--- src/rtl/definitions_pkg.sv ---
// Shared command encoding for the traffic_lights command port.
// CMD_NONE is the all-zero encoding presented whenever no command is valid.
package definitions_pkg;

    typedef enum logic [2:0] {
        CMD_NONE   = 3'd0,
        SET_MANUAL = 3'd1,
        SET_RED    = 3'd2,
        SET_YELLOW = 3'd3,
        SET_GREEN  = 3'd4,
        SET_ON     = 3'd5,
        SET_OFF    = 3'd6
    } command_e;

endpackage

--- src/rtl/traffic_cmd_sequencer.sv ---
// traffic_cmd_sequencer
// Shares the command port of one traffic_lights instance between NUM_REQ
// requesters. A round-robin arbiter picks one request while idle, and the
// accepted request is expanded into the single-cycle command burst the
// light expects:
//   normal request : SET_MANUAL/0, SET_RED/red, SET_YELLOW/yellow,
//                    SET_GREEN/green, SET_ON/0
//   manual request : SET_MANUAL/0
// A request with any zero time field (and not manual) is accepted but
// rejected: err_o pulses and no command is issued.
// After each burst the block idles in HOLD for HOLDOFF_TICKS cycles.
//
// Handshake rules (request side): a requester raises req_valid_i[i] with
// stable fields and holds it until it sees req_ready_o[i]; the transfer
// happens in the cycle where valid && ready are both high. Ready is
// combinational, one-hot, and only ever asserted in IDLE. The command side
// has no backpressure: every command is presented for exactly one cycle
// with cmd_valid_o high.
module traffic_cmd_sequencer
    import definitions_pkg::*;
#(
    parameter int NUM_REQ       = 2,
    parameter int DATA_W        = 16,
    parameter int HOLDOFF_TICKS = 4,
    localparam int ID_W         = $clog2(NUM_REQ)
) (
    input  logic                            clk_2k_i,
    input  logic                            srst_n_i,
    input  logic [NUM_REQ-1:0]              req_valid_i,
    output logic [NUM_REQ-1:0]              req_ready_o,
    input  logic [NUM_REQ-1:0]              req_manual_i,
    input  logic [NUM_REQ-1:0][DATA_W-1:0]  req_red_i,
    input  logic [NUM_REQ-1:0][DATA_W-1:0]  req_yellow_i,
    input  logic [NUM_REQ-1:0][DATA_W-1:0]  req_green_i,
    output logic                            cmd_valid_o,
    output command_e                        cmd_type_o,
    output logic [DATA_W-1:0]               cmd_data_o,
    output logic                            busy_o,
    output logic [ID_W-1:0]                 grant_id_o,
    output logic                            err_o,
    output logic [2:0]                      dbg_state_o
);

    // FSM encoding; each burst state is the cycle in which that command is
    // being presented on the command port.
    localparam logic [2:0] IDLE  = 3'd0;
    localparam logic [2:0] S_MAN = 3'd1;
    localparam logic [2:0] S_RED = 3'd2;
    localparam logic [2:0] S_YEL = 3'd3;
    localparam logic [2:0] S_GRN = 3'd4;
    localparam logic [2:0] S_ON  = 3'd5;
    localparam logic [2:0] HOLD  = 3'd6;

    // Holdoff counter counts down from HOLDOFF_TICKS-1 to 0 inside HOLD.
    localparam int HOLD_W = (HOLDOFF_TICKS > 1) ? $clog2(HOLDOFF_TICKS) : 1;
    localparam logic [HOLD_W-1:0] HOLD_INIT =
        HOLD_W'((HOLDOFF_TICKS > 0) ? (HOLDOFF_TICKS - 1) : 0);

    logic [2:0]         state;
    logic [ID_W-1:0]    rr_ptr;
    logic [HOLD_W-1:0]  hold_cnt;

    logic               lat_manual;
    logic [DATA_W-1:0]  lat_red;
    logic [DATA_W-1:0]  lat_yellow;
    logic [DATA_W-1:0]  lat_green;

    logic               cmd_valid_q;
    command_e           cmd_type_q;
    logic [DATA_W-1:0]  cmd_data_q;
    logic [ID_W-1:0]    grant_id_q;
    logic               err_q;

    logic               win_found;
    logic [ID_W-1:0]    win_idx;
    logic [ID_W-1:0]    next_ptr;
    logic               handshake;
    logic               reject;

    // Requester index base+off, wrapped into 0..NUM_REQ-1.
    function automatic logic [ID_W-1:0] wrap_idx(input logic [ID_W-1:0] base,
                                                 input int unsigned     off);
        int unsigned sum;
        sum = (32'(base) + off) % 32'(NUM_REQ);
        return sum[ID_W-1:0];
    endfunction

    // Round-robin search: first valid requester at or after rr_ptr.
    always_comb begin
        win_found = 1'b0;
        win_idx   = '0;
        for (int i = 0; i < NUM_REQ; i++) begin
            if (!win_found && req_valid_i[wrap_idx(rr_ptr, 32'(i))]) begin
                win_found = 1'b1;
                win_idx   = wrap_idx(rr_ptr, 32'(i));
            end
        end
    end

    // Ready, handshake and rejection decode for the current winner.
    always_comb begin
        handshake   = (state == IDLE) && win_found;
        req_ready_o = handshake ? (NUM_REQ'(1) << win_idx) : '0;
        next_ptr    = wrap_idx(win_idx, 32'd1);
        reject      = !req_manual_i[win_idx] &&
                      ((req_red_i[win_idx]    == '0) ||
                       (req_yellow_i[win_idx] == '0) ||
                       (req_green_i[win_idx]  == '0));
    end

    // Sequencer FSM with registered command, grant and error outputs.
    always_ff @(posedge clk_2k_i) begin
        if (!srst_n_i) begin
            state       <= IDLE;
            rr_ptr      <= '0;
            hold_cnt    <= '0;
            lat_manual  <= 1'b0;
            lat_red     <= '0;
            lat_yellow  <= '0;
            lat_green   <= '0;
            cmd_valid_q <= 1'b0;
            cmd_type_q  <= CMD_NONE;
            cmd_data_q  <= '0;
            grant_id_q  <= '0;
            err_q       <= 1'b0;
        end else begin
            // Commands and errors are single-cycle; default back to idle values.
            err_q       <= 1'b0;
            cmd_valid_q <= 1'b0;
            cmd_type_q  <= CMD_NONE;
            cmd_data_q  <= '0;

            case (state)
                IDLE: begin
                    if (handshake) begin
                        grant_id_q <= win_idx;
                        rr_ptr     <= next_ptr;
                        lat_manual <= req_manual_i[win_idx];
                        lat_red    <= req_red_i[win_idx];
                        lat_yellow <= req_yellow_i[win_idx];
                        lat_green  <= req_green_i[win_idx];
                        if (reject) begin
                            err_q <= 1'b1;
                        end else begin
                            cmd_valid_q <= 1'b1;
                            cmd_type_q  <= SET_MANUAL;
                            cmd_data_q  <= '0;
                            state       <= S_MAN;
                        end
                    end
                end

                S_MAN: begin
                    if (lat_manual) begin
                        if (HOLDOFF_TICKS == 0) begin
                            state <= IDLE;
                        end else begin
                            state    <= HOLD;
                            hold_cnt <= HOLD_INIT;
                        end
                    end else begin
                        cmd_valid_q <= 1'b1;
                        cmd_type_q  <= SET_RED;
                        cmd_data_q  <= lat_red;
                        state       <= S_RED;
                    end
                end

                S_RED: begin
                    cmd_valid_q <= 1'b1;
                    cmd_type_q  <= SET_YELLOW;
                    cmd_data_q  <= lat_yellow;
                    state       <= S_YEL;
                end

                S_YEL: begin
                    cmd_valid_q <= 1'b1;
                    cmd_type_q  <= SET_GREEN;
                    cmd_data_q  <= lat_green;
                    state       <= S_GRN;
                end

                S_GRN: begin
                    cmd_valid_q <= 1'b1;
                    cmd_type_q  <= SET_ON;
                    cmd_data_q  <= '0;
                    state       <= S_ON;
                end

                S_ON: begin
                    if (HOLDOFF_TICKS == 0) begin
                        state <= IDLE;
                    end else begin
                        state    <= HOLD;
                        hold_cnt <= HOLD_INIT;
                    end
                end

                HOLD: begin
                    if (hold_cnt == '0) begin
                        state <= IDLE;
                    end else begin
                        hold_cnt <= hold_cnt - HOLD_W'(1);
                    end
                end

                default: begin
                    state <= IDLE;
                end
            endcase
        end
    end

    // Registered outputs and state-derived status.
    assign cmd_valid_o = cmd_valid_q;
    assign cmd_type_o  = cmd_type_q;
    assign cmd_data_o  = cmd_data_q;
    assign grant_id_o  = grant_id_q;
    assign err_o       = err_q;
    assign busy_o      = (state != IDLE);
    assign dbg_state_o = state;

endmodule

--- config.mk ---
export PLATFORM = sky130hd
export DESIGN_NAME = traffic_cmd_sequencer
export DESIGN_NICKNAME = d
export VERILOG_FILES = /design/src/rtl/definitions_pkg.sv /design/src/rtl/traffic_cmd_sequencer.sv
export SDC_FILE = /design/constraint.sdc
export NUM_CORES = 1
export LEC_CHECK = 0
export CAP_MARGIN = 20
export CORE_ASPECT_RATIO = 2
export CORE_UTILIZATION = 30
export DETAILED_ROUTE_END_ITERATION = 8
export HOLD_SLACK_MARGIN = 0.15
export REMOVE_ABC_BUFFERS = 1
export SLEW_MARGIN = 20
export SYNTH_ARGS = -nofsm -noshare
export SYNTH_HDL_FRONTEND = slang
export SYNTH_SLANG_ARGS = --single-unit
--- constraint.sdc ---
create_clock -name clk_2k_i -period 1.72 [get_ports clk_2k_i]
set_input_delay 0.344 -clock clk_2k_i [delete_from_list [all_inputs] [get_ports clk_2k_i]]
set_output_delay 0.344 -clock clk_2k_i [all_outputs]
set_load 0.05 [all_outputs]
Word level (Yosys, flattened, before mapping)
Cells that the tools add are included.

storage, ports and cells
  bits in registers = 77
  bits in latches = 0
  bits in writable memories = 0
  bits in read-only memories = 0
  input bits = 102
  output and inout port bits = 28
  logic and storage cells = 85
  memories = 0

operators by class
  add/subtract/negate cells = 3
  multipliers = 0
  divide/modulo/power cells = 0
  $lt $le $gt $ge = 3
  equality and inequality tests = 11
  shifts and indexed selects = 1
  muxes and demuxes = 36
  bitwise gates (word level) = 0
  reduce and logical (&&, ||, !) cells = 19

operator list
  operator             count
  $mux 16              7
  $logic_not 16->1     3
  $pmux 16 s3          1
  $pmux 3 s7           1
  $mux 1               16
  $pmux 3 s5           1
  $mux 3               4
  $ne 2x2->1 const B   5
  $eq 3x3->1 const B   3
  $reduce_and 3->1     3
  $mux 2               4
  $eq 3x2->1 const B   2
  $lt 1x2->1 const B   3
  $pmux 2 s3           1
  $reduce_bool 3->1    2
  $eq 3x1->1 const B   1
  $logic_and 1x1->1    3
  $logic_not 3->1      1
  $pmux 1 s3           1
  $reduce_or 3->1      1
  $add 1x1->1 const B  2
  $logic_not 1->1      2
  $logic_not 2->1      1
  $logic_or 1x1->1     2
  other kinds (3)      3

Depth between registers and ports, before layout
Gate-level depths: netlist (run 1).

  depth in word-level cells = 15
  depth in mapped cells = 7
  depth with buffers taken out = 7

Least setup slack after synthesis (run 1)
No wires, ideal clock.

  path type = reg-to-output
  from = register state[0] (netlist: dbg_state_o[0])
  to = output req_ready_o[1]
  data arrival time = 2306 ps
  data required time = 1376 ps
  setup slack = -930 ps
  stages on the path, launching flop included = 6
  path buffers = 2
  path through = dfxtp_1 > buf_6 > or3_1 > buf_2 > or2_2 > nor2_1

between the ends
  cells in the longest elaborated chain, start to end = 3

ends and longest elaborated chain
  item                    RTL line                      source
  start, declared         traffic_cmd_sequencer.sv:59   logic [2:0] state;
  start signal, assigned  traffic_cmd_sequencer.sv:114  state <= IDLE;
  start signal, assigned  traffic_cmd_sequencer.sv:148  state <= S_MAN;
  start signal, assigned  traffic_cmd_sequencer.sv:156  state <= IDLE;
  $logic_not 3->1         traffic_cmd_sequencer.sv:102  handshake = (state == IDLE) && win_found;
  $logic_and 1x1->1       traffic_cmd_sequencer.sv:102
  $mux 2                  traffic_cmd_sequencer.sv:103  req_ready_o = handshake ? (NUM_REQ'(1) << win_idx) : '0;
  end, declared           traffic_cmd_sequencer.sv:30   output logic [NUM_REQ-1:0] req_ready_o,

No other way between the ends.

Worst setup path after layout (run 1)
  from = register state[1] (netlist: dbg_state_o[1])
  to = output req_ready_o[0]

The elaborated chain is that of the path after synthesis.

==> impl_metrics.ini, run 1 <==
[timing]
hold_viol = 0
tightest_slew_ns = 0.439
holdWs_ns = 0.320
fin_ws_ns = -0.190
slew_headroom_pct = 70.7
grt_setup_unrepaired = true
setup_viol = 3
skew_ns = 0.00412
slew_viol_final = 0
period_share_pct = 111
fmax_mhz = 524
min_period_ns = 1.91

[place]
place_area_sq_um = 5380
gp_congestion = 0.855
hpwlAfterDp_um = 9840
port_buffers = 129

[worst_setup_path]
worst-setup-path-type = flip-flop to output port
path_cells = or3_4 -> or2_4 -> nor2_4 -> buf_8
arrival_ns = 1.57
cpPeakStageDelay_ns = 0.38
cp_max_fo = 3
start_kind = flip-flop
crit_required_ns = 1.38
crit_slowest_cell = or3_4
worst_setup_path_end_kind = output port

[outcome]
outcome = complete, but fails checks
violations = negative setup slack

[route]
wirelength_um = 13200
drc_errors = 0
first_iter_violations = 221
via_per_inst = 5.24
vias = 4082
ant_nets = 0
drt_pass1_iterations = 4
wl_per_cell_um = 17.0

[clocking]
hold_buffers = 0
cts_tree = done
insertion_delay_ns = 0.33
cts_max_path_buffers = 2
cts_sinks = 77
cts_root_buf = clkbuf_16
htreeDepth = 3
clk_pin_slew_ns = 0.06
cts_made_buffers = 9

[power]
p_leak_nw = 2.85
irDropWorstVdd_v = 0.000549
power_density_nw_per_um2 = 953

[grt]
grt_first_pass_wirelength_um = 19400
grt_pass1_vias = 4110
grt_usage_pct = 20.6
antenna_found_initial = 0
grt_max_degree = 49
grt_overflow = 0

[synth]
synth_top_family_by_area = simple AND/OR/NAND/NOR gates
synth_compound_area_share_pct = 17.8
ys_types = 32
synthMuxAreaShare_pct = 4.72
syn_area_per_cell_sq_um = 7.86
synth_fa_ha_area_share_pct = 0.347
ys_warn_count = 0
synth-simple-area-share_pct = 28.5
syn_area_sq_um = 3610
synth_seq_cells = 77
postSynthCellCount = 459
yosys.area_share.xor_xnor_pct = 0
yosysSeqAreaShare_pct = 42.7

[min_path]
hp-class = input port to flip-flop

[cells_and_area]
layout.nets = 731
n_fill_cell = 1076
final_common_cell = nand2_1
areaGrowthSynthToFinish_pct = 70.0
final_layout_size_suffix_gt1_share_pct = 22.0
stdcell_area_sq_um = 6130
fin_util_pct = 52.4
final_cell_mix = 100 x nand2_1, 89 x nor2_1, 80 x buf_4

[die]
core_area_sq_um = 11700
start_util_pct = 30.8
rows = 56
io_pins = 130
die_area_sq_um = 12500
die_x_um = 79.5
dieHeight_um = 157

[flow_run]
max_cap_violations = 0
sequential cells by signal (all words and copies together), names as in the netlist:
register and cells:
lat_manual 1, cmd_valid_o 1, cmd_type_o 3, dbg_state_o 3, cmd_data_o 16, grant_id_o 1, err_o 1, hold_cnt 2
rr_ptr 1, lat_red 16, lat_yellow 16, lat_green 16
synth_stat cells:
cell type	number	area, sq um
nor4_1	24	150
nor3_1	1	5.00
or3b_2	1	8.76
nor2_1	91	342
or2_2	1	6.26
nand3b_1	2	15.0
nand4_1	6	37.5
o31a_1	2	17.5
a21boi_0	1	7.51
inv_1	6	22.5
a21o_1	1	7.51
o21a_1	1	7.51
buf_2	7	35.0
dfxtp_1	77	1540
ha_1	1	12.5
or3_1	1	6.26
and3_1	1	6.26
nand2_1	100	375
nand3_1	1	5.00
buf_6	6	67.6
nor2_8	1	20.0
o21ai_1	2	10.0
a31o_2	1	8.76
a311oi_1	52	455
nor3b_1	2	15.0
o21ai_0	1	5.00
a21oi_1	23	115
nand2b_1	4	25.0
mux2i_1	17	170
clkbuf_1	23	86.3
nor3_2	1	10.0
o41ai_1	1	8.76
power by group:
group          total [mW]  internal, mW  leakage [nW]  switching, mW
Combinational        1.88         0.865          2.07           1.01
Sequential           2.15          2.03         0.635          0.121
Clock                1.82          1.14         0.143          0.683
layout make-up:
cell class	count	area (sq um)	share of cell area [%]
well taps	145	181	2.96
diodes	1	2.50	0.0408
repair buffers	194	2000	32.6
inverters	6	22.5	0.367
multi-input cells	340	2090	34.1
flip-flops and latches	77	1540	25.2
clock buffers	16	292	4.76
path summary, 6_finish.rpt:
check / startpoint / to / slack [ns] / cells past startpoint
setup / recovery: dbg_state_o[1] / req_ready_o[0] / -0.19 / 4
hold / removal: req_yellow_i[19] / lat_yellow[3] / 0.32 / 3
setup reg to reg: dbg_state_o[1] / lat_manual / -0.01 / 6
hold reg to reg: lat_red[9] / cmd_data_o[9] / 0.49 / 2
worst max-delay path: cells and delay by family, from the launching register on:
family                 cells  cell delay, ns
flip-flops                 1            0.30
buffers and inverters      1            0.15
AND/OR/NAND/NOR            3            0.77
metal layers:
layer | part of all wire [%] | up-vias | track usage, %
met2 | 56 | 160 | 38.9
li1 | - | 1971 | -
met1 | 35 | 1916 | 20.5
met4 | 4.0 | 0 | 12.3
met5 | 0 | - | 0
met3 | 4.7 | 35 | 3.19
cells by family after synthesis:
logic type | count (synthesis)
flip-flops | 77
AO/OA/AOI/OAI | 85
AND/OR/NAND/NOR | 237
buffers and inverters | 42
multiplexers | 17
adder cells (fa/ha/maj) | 1
what timing repair did:
action | in CTS | in global routing
pin swaps | 3 | 28
cloned | 0 | 2
resized for setup | 8 | 91
setup endpoints to repair | 6 | 23
hold endpoints to repair | 0 | 0
setup buffers | 1 | 0
metrics by stage:
step                      TNS (ns)  power (mW)  instances  setup WS (ns)
final                       -0.371        5.84        779         -0.190
after global routing        -0.606        6.13        778         -0.226
after CTS                   -0.799        5.74        776         -0.206
after detailed placement     -7.58        3.90        759         -0.528
after global placement       -6.34        3.86        759         -0.517
after floorplan             -76.41        3.06        423          -1.66
Note: power is estimated with default switching activity, not from simulation.
==> inputs of run 2 (changes only) <==
CORE_ASPECT_RATIO = 0.75   (was 2)
==> run 2 against run 1 <==
Effect of this change:
- the flow still finishes with violations (negative setup slack)
- critical path depth increased by 1
- global-route usage shrank 0.23 points
- sequential share of layout area increased by 0.14 points
- non-clock buffer count increased by 2
- clock power down 4%
- largest power group unchanged
==> impl_metrics.ini, run 2 (synthesis gave the netlist of run 1 again) <==
[worst_setup_path]
path_cells = or3_4 -> or2_4 -> nor2_4 -> buf_6 -> buf_12
worst-setup-path-type = flip-flop to output port
cp_max_fo = 3
cpPeakStageDelay_ns = 0.40
crit_required_ns = 1.38
r2r_end = lat_red[2]
r2r-start = dbg_state_o[2]
worst_setup_path_end_kind = output port
cp_top_family = simple AND/OR/NAND/NOR gates
cp_num_buf_inv = 2
worst-r2r-setup-slack_ns = -0.09
start_kind = flip-flop
reg2reg_depth = 8
arrival_ns = 1.64
crit_slowest_cell = or3_4

[place]
hpwlAfterDp_um = 9130
dp_slack_ns = -0.768
placed_cells = 762
gp_congestion = 0.881
port_buffers = 129

[timing]
period_share_pct = 115
min_period_ns = 1.98
holdWs_ns = 0.293
slew_headroom_pct = 65.5
fmax_mhz = 504
setup_viol = 36
skew_ns = 0.00354
tns_ns = -1.76
grt_setup_unrepaired = true
hold_viol = 0
fin_ws_ns = -0.264
slew_viol_final = 0
tightest_slew_ns = 0.517

[route]
drt_pass1_iterations = 5
wirelength_um = 13700
wl_per_cell_um = 17.2
vias = 4081
drc_errors = 0
via_per_inst = 5.13
ant_nets = 0
first_iter_violations = 408

[clocking]
cts_sinks = 77
cts_tree = done
cts_max_path_buffers = 2
htreeDepth = 3
cts_made_buffers = 9
hold_buffers = 0
insertion_delay_ns = 0.33
clk_pin_slew_ns = 0.06
cts_root_buf = clkbuf_16

[min_path]
worstHoldStart = req_yellow_i[30]
hold_end = lat_yellow[14]
hp-class = input port to flip-flop
whs_path_depth = 3

[grt]
grt_max_degree = 50
grt_overflow = 0
grt_pass1_vias = 3768
grt_usage_pct = 20.4
antenna_found_initial = 0
grt_first_pass_wirelength_um = 19800

[power]
fin_total_pwr_mw = 6.03
p_leak_nw = 2.63
irDropWorstVdd_v = 0.000525
power_density_nw_per_um2 = 989

[die]
core_area_sq_um = 11700
start_util_pct = 30.9
io_pins = 130
dieHeight_um = 96.9
die_x_um = 129
die_area_sq_um = 12500
rows = 34

[cells_and_area]
final_common_cell = nand2_1
areaGrowthSynthToFinish_pct = 69.0
ff_latch_area_sq_um = 1540
multi_input_area_sq_um = 2030
final_layout_size_suffix_gt1_share_pct = 22.7
antenna_cells = 0
final_cell_mix = 100 x nand2_1, 90 x nor2_1, 77 x dfxtp_1
fin_cells = 795
layout.nets = 733
n_fill_cell = 1105

[flow_run]
max_cap_violations = 0

[outcome]
violations = negative setup slack
outcome = complete, but fails checks
[run 2: worst register-to-register path, stage by stage, from the launching register on]
cell	delay [ns]
dfxtp_1	0.31
or3_4	0.40
buf_4	0.15
buf_6	0.12
nor2_8	0.14
buf_12	0.16
buf_12	0.14
nor2_1	0.05
a311oi_1	0.23
[run 2: layout make-up]
type                       instances  area share, %
clock buffer                      13           4.27
clock inverter                     1          0.123
inverter                           6          0.370
multi-input combinational        340           33.3
sequential                        77           25.3
tap                              162           3.33
timing repair buffer             196           33.3
[run 2: routing by layer]
layer,track usage [%],wire length [um],vias to the layer above
met5,0,0,-
met4,4.89,169,0
met3,4.42,888,16
met2,29.9,5970,184
met1,30.1,6650,1902
li1,-,-,1979
[run 2: through the flow]
step | cell area (sq um) | utilization [%]
6_report | 6090 | 52.3
3_3_place_gp | 5350 | 45.9
2_1_floorplan | 3420 | -
4_1_cts | 5680 | 48.8
3_5_place_dp | 5350 | 45.9
5_1_grt | 6090 | 52.3
[run 2: timing repair]
action / 4_1_cts / 5_1_grt
endpoints found under the hold margin: 0 / 0
buffers inserted: 1 / 11
endpoints found under the setup margin: 15 / 46
cloned: 0 / 8
gates resized for setup: 41 / 59
pin swaps: 15 / 66
[run 2: power breakdown]
part           switching [mW]  leakage, nW  internal [mW]
logic                    1.08         1.87           1.03
registers               0.142        0.635           2.03
clock network           0.713        0.128           1.04
total                    1.93         2.63           4.10
[run 2: how the worst max path moves through the flow]
| stage | cells after the start | slack [ns] | to | startpoint |
|---|---|---|---|---|
| finish | 5 | -0.26 | req_ready_o[1] | dbg_state_o[2] |
| global route | 5 | -0.30 | req_ready_o[1] | dbg_state_o[2] |
| CTS | 5 | -0.29 | req_ready_o[1] | dbg_state_o[2] |
| detailed placement | 7 | -0.77 | dbg_state_o[0] | req_red_i[19] |
| global placement | 7 | -0.76 | dbg_state_o[0] | req_red_i[19] |
| floorplan | 5 | -1.66 | grant_id_o | req_valid_i[0] |
==> inputs of run 3 (changes only) <==
SLEW_MARGIN = 40   (was 20)
==> results of run 3 <==
No change in the layout: final DEF, timing and power equal those of run 2.
